$ cat config.mk
export PLATFORM = sky130hd
export DESIGN_NAME = regfile_2r1w
export DESIGN_NICKNAME = d
export VERILOG_FILES = /design/src/rtl/regfile_2r1w.sv
export SDC_FILE = /design/constraint.sdc
export NUM_CORES = 2
export LEC_CHECK = 0
export CORE_MARGIN = 3
export CORE_UTILIZATION = 37
export DETAILED_ROUTE_END_ITERATION = 6
export SLEW_MARGIN = 10
export SYNTH_ARGS = -nofsm -noshare
export SYNTH_HDL_FRONTEND = slang
export SYNTH_SLANG_ARGS = --single-unit
$ cat constraint.sdc
create_clock -name clk -period 36.2 [get_ports clk]
set_clock_uncertainty 0.1 [all_clocks]
set_input_delay 3.62 -clock clk [delete_from_list [all_inputs] [get_ports clk]]
set_output_delay 3.62 -clock clk [all_outputs]
set_load 0.03 [all_outputs]
$ cat src/rtl/regfile_2r1w.sv
// RV32I register file: 1 write, 2 registered read ports, x0 hardwired to zero.
// Define REGFILE_BYPASS_EN for write-first forwarding on read/write collisions.
module regfile_2r1w #(
  parameter  int WIDTH  = 32,
  parameter  int DEPTH  = 32,
  localparam int ADDR_W = $clog2(DEPTH)
) (
  input  logic              clk,
  input  logic              rst,
  input  logic              wr_en,
  input  logic [ADDR_W-1:0] wr_addr,
  input  logic [WIDTH-1:0]  wr_data,
  input  logic              rd_en,
  input  logic [ADDR_W-1:0] rs1_addr,
  input  logic [ADDR_W-1:0] rs2_addr,
  output logic [WIDTH-1:0]  rs1_data,
  output logic [WIDTH-1:0]  rs2_data,
  output logic              rd_valid
);

  logic [DEPTH-1:0][WIDTH-1:0] w_val;
  logic [WIDTH-1:0]            w_rd1;
  logic [WIDTH-1:0]            w_rd2;
  logic [WIDTH-1:0]            r_rs1;
  logic [WIDTH-1:0]            r_rs2;
  logic                        r_valid;

  assign w_val[0] = '0;

  for (genvar g = 1; g < DEPTH; g++) begin : g_ent
    logic [WIDTH-1:0] r_q;

    always_ff @(posedge clk or posedge rst) begin
      if (rst)
        r_q <= '0;
      else if (wr_en && wr_addr == ADDR_W'(g))
        r_q <= wr_data;
    end

    assign w_val[g] = r_q;
  end

`ifdef REGFILE_BYPASS_EN
  logic w_wr_live;
  assign w_wr_live = wr_en && (wr_addr != '0);

  // Each port forwards on its own; x0 never matches a live write.
  always_comb begin
    w_rd1 = w_val[rs1_addr];
    w_rd2 = w_val[rs2_addr];
    if (w_wr_live && rs1_addr == wr_addr)
      w_rd1 = wr_data;
    if (w_wr_live && rs2_addr == wr_addr)
      w_rd2 = wr_data;
  end
`else
  assign w_rd1 = w_val[rs1_addr];
  assign w_rd2 = w_val[rs2_addr];
`endif

  always_ff @(posedge clk or posedge rst) begin
    if (rst) begin
      r_rs1   <= '0;
      r_rs2   <= '0;
      r_valid <= 1'b0;
    end else if (rd_en) begin
      r_rs1   <= w_rd1;
      r_rs2   <= w_rd2;
      r_valid <= 1'b1;
    end else begin
      r_valid <= 1'b0;
    end
  end

  assign rs1_data = r_rs1;
  assign rs2_data = r_rs2;
  assign rd_valid = r_valid;

endmodule

==> summary.txt <==
Dominant synthesized flop cell - dfrtp_1
Resized cells post-CTS - 0
Setup TNS - 0 ns
Cells on worst reg2reg path - 4
Die W - 392 um
Final hold vios - 0
Grt total ovfl - 0
Number of synthesized register bits - 1,057
Fillers - 13,500
Placed cell count - 5,537
Post-Syn Instances - 3,817
Post-DP HPWL - 100,000 um
Async S/R FF share, synth - 100%
Pre-antenna DRT Iters - 5
Max-Cap Viols - 0
Setup bufs post-CTS - 0
First-pass GRT wire length - 268,000 um
# hold bufs at CTS - 0
Rel. slew slack - 22.1%
Max Fclk - 0.136 GHz
Clock-pin transition on the worst setup and hold timing paths - 0.06 ns
Measured slew at the worst slew-check pin - 1.17 ns
Register area - 26,500 um^2
Initial Util - 37.3%
Hold Path Cell Cnt - 1
# setup viols final - 0
Fin crit period - 7.36 ns
Mean post-synth cell area - 14.5 um^2
IO Port Bufs - 115
Clock buffer depth - 3
Routed len/inst - 32.3 um
Largest net degree at the start of global routing - 171
Most common cell after layout, fill and taps aside - dfrtp_1
Min Hold Slack - 0.420 ns
Critical path data required time - 36.70 ns
CTS tree - done
Mapped Nets - 3,868
Reg2reg setup slack - 34.42 ns
Area Overhead vs Synth - 11.9%
Nets@finish - 3,772
DR iter-0 viols - 3,715
Min-delay src - g_ent[10].r_q[14]
Pwr per Cell Area - 56.3 nW/um^2
Leak - 0.0263 uW
Layout cells sized above 1 - 45.1%
Min-Delay Path Class - flop to flop
Slew Limit Fails - 0
CP Capture Type - flop
TritonCTS Buffers - 112
Register area share after synthesis - 47.9%
Run status - completed
Worst R2R End - rs2_data[21]
Post-route DRC - 0
Vias per cell - 6.31
Worst r2r src - g_ent[27].r_q[21]
Total number of vias - 36,300
Routability cong. - 0.778
Worst-path maximum fanout - 88
Synth Warn # - 0
H-tree depth - 3
RSZ-0062 raised after global routing - false
FP Rows - 141
Crit path kind - input port to flop
Core Footprint - 148,000 um^2
# IOs - 116
Root buffer cell - clkbuf_16
Cell Count, Final, Fillers Out - 5,747
Post-route ant nets - 0
Period utilization - 20.3%
Maximum vdd ir drop - 37.8 uV
Crit start category - input port
Post-synth EDFFs - 0
Die area - 154,000 um^2
Die Height - 392 um
Multi-input logic area - 27,100 um^2
Clk sinks - 1,057
Clk_lat worst skew - 0.73 ns
Leading cell types in the layout, fill and taps excluded - dfrtp_1, mux2_2, mux4_2
Number of global-route vias before repair - 36,700
Initial antenna violation count - 10
GRT Total Usage - 24.0%
Unique cell type count in the Yosys netlist - 45
Worst Hold Path EP - g_ent[10].r_q[14]
Synthesized cell area - 55,200 um^2
Crit path DAT - 7.86 ns
WL final - 186,000 um
-- metrics by stage --
step / worst slack (ns) / total power, uW / cell area [um^2] / util [%]
finish: 28.84 / 3480 / 61700 / 41.7
global route: 28.77 / 3620 / 61700 / 41.7
CTS: 28.99 / 3500 / 61700 / 41.7
detailed placement: 28.18 / 2290 / 57900 / 39.1
global placement: 28.23 / 2270 / 57900 / 39.1
floorplan: 2.73 / 2090 / 55200 / -
-- kinds of logic (layout without fill, tap and decap cells) --
kind of cell	Yosys count	in the layout	synth area share (%)
mux	1630	1630	39.9
flops	1057	1057	47.9
compound gates	460	460	6.47
buf+inv	416	412	3.45
simple gates	254	254	2.26
other cells	0	4	0
-- final cells by class --
class | instances | share of cell area, %
multi-input cells | 2344 | 43.9
flip-flops and latches | 1057 | 42.8
clock buffers | 168 | 5.48
well taps | 1930 | 3.91
repair buffers | 201 | 3.03
clock inverters | 38 | 0.764
inverters | 5 | 0.0446
diodes | 4 | 0.0162
-- sequential cells by signal, indices dropped and copies added (netlist names) --
signal and flops:
g_ent.r_q 992, rs1_data 32, rs2_data 32, rd_valid 1
-- power breakdown --
group | internal, uW | switching [uW] | total (uW)
Clock | 702 | 500 | 1200
Sequential | 1410 | 175 | 1590
Combinational | 398 | 290 | 688
Total | 2510 | 965 | 3480
-- critical path: stages --
cell,delay (ns)
buf_8,0.51
buf_4,0.65
buf_4,0.86
buf_4,0.77
mux4_2,0.42
a22oi_1,0.25
a21oi_1,0.13
a221o_1,0.31
-- how the worst max path moves through the flow --
| stage | slack [ns] | from | endpoint | cells past startpoint |
|---|---|---|---|---|
| after floorplan | 2.73 | rst | g_ent[10].r_q[0] | 1 |
| after global placement | 28.23 | rs2_addr[1] | rs2_data[25] | 8 |
| after detailed placement | 28.18 | rs2_addr[1] | rs2_data[21] | 8 |
| after CTS | 28.99 | rs2_addr[1] | rs2_data[28] | 8 |
| after global routing | 28.77 | rs2_addr[1] | rs2_data[23] | 8 |
| final | 28.84 | rs2_addr[1] | rs2_data[21] | 8 |
-- metal layers --
metal | track usage [%] | wire [um]
met2 | 37.4 | 84300
met3 | 4.97 | 16200
met4 | 7.85 | 6070
met5 | 0 | 23
met1 | 33.6 | 79100
-- Yosys cell counts (18+ instances only) --
library cell  instances  area share [%]
a211oi_1             25            0.34
a21oi_1              65            0.59
a221o_1              34            0.62
a221oi_1             78             1.2
a22oi_1             122             1.7
a32oi_1              29            0.46
and2_1               18            0.20
buf_1                48            0.33
buf_2               118             1.1
buf_4                24            0.33
clkbuf_1            207             1.4
dfrtp_1            1057              48
mux2_2             1034              21
mux2i_1             234             4.2
mux4_2              351              14
nand2_1              69            0.47
nand2b_1             24            0.27
nor2_1               53            0.36
nor3_1               35            0.32
o221ai_1             19            0.30
o22a_1               31            0.49
(Power assumes the default switching activity.)
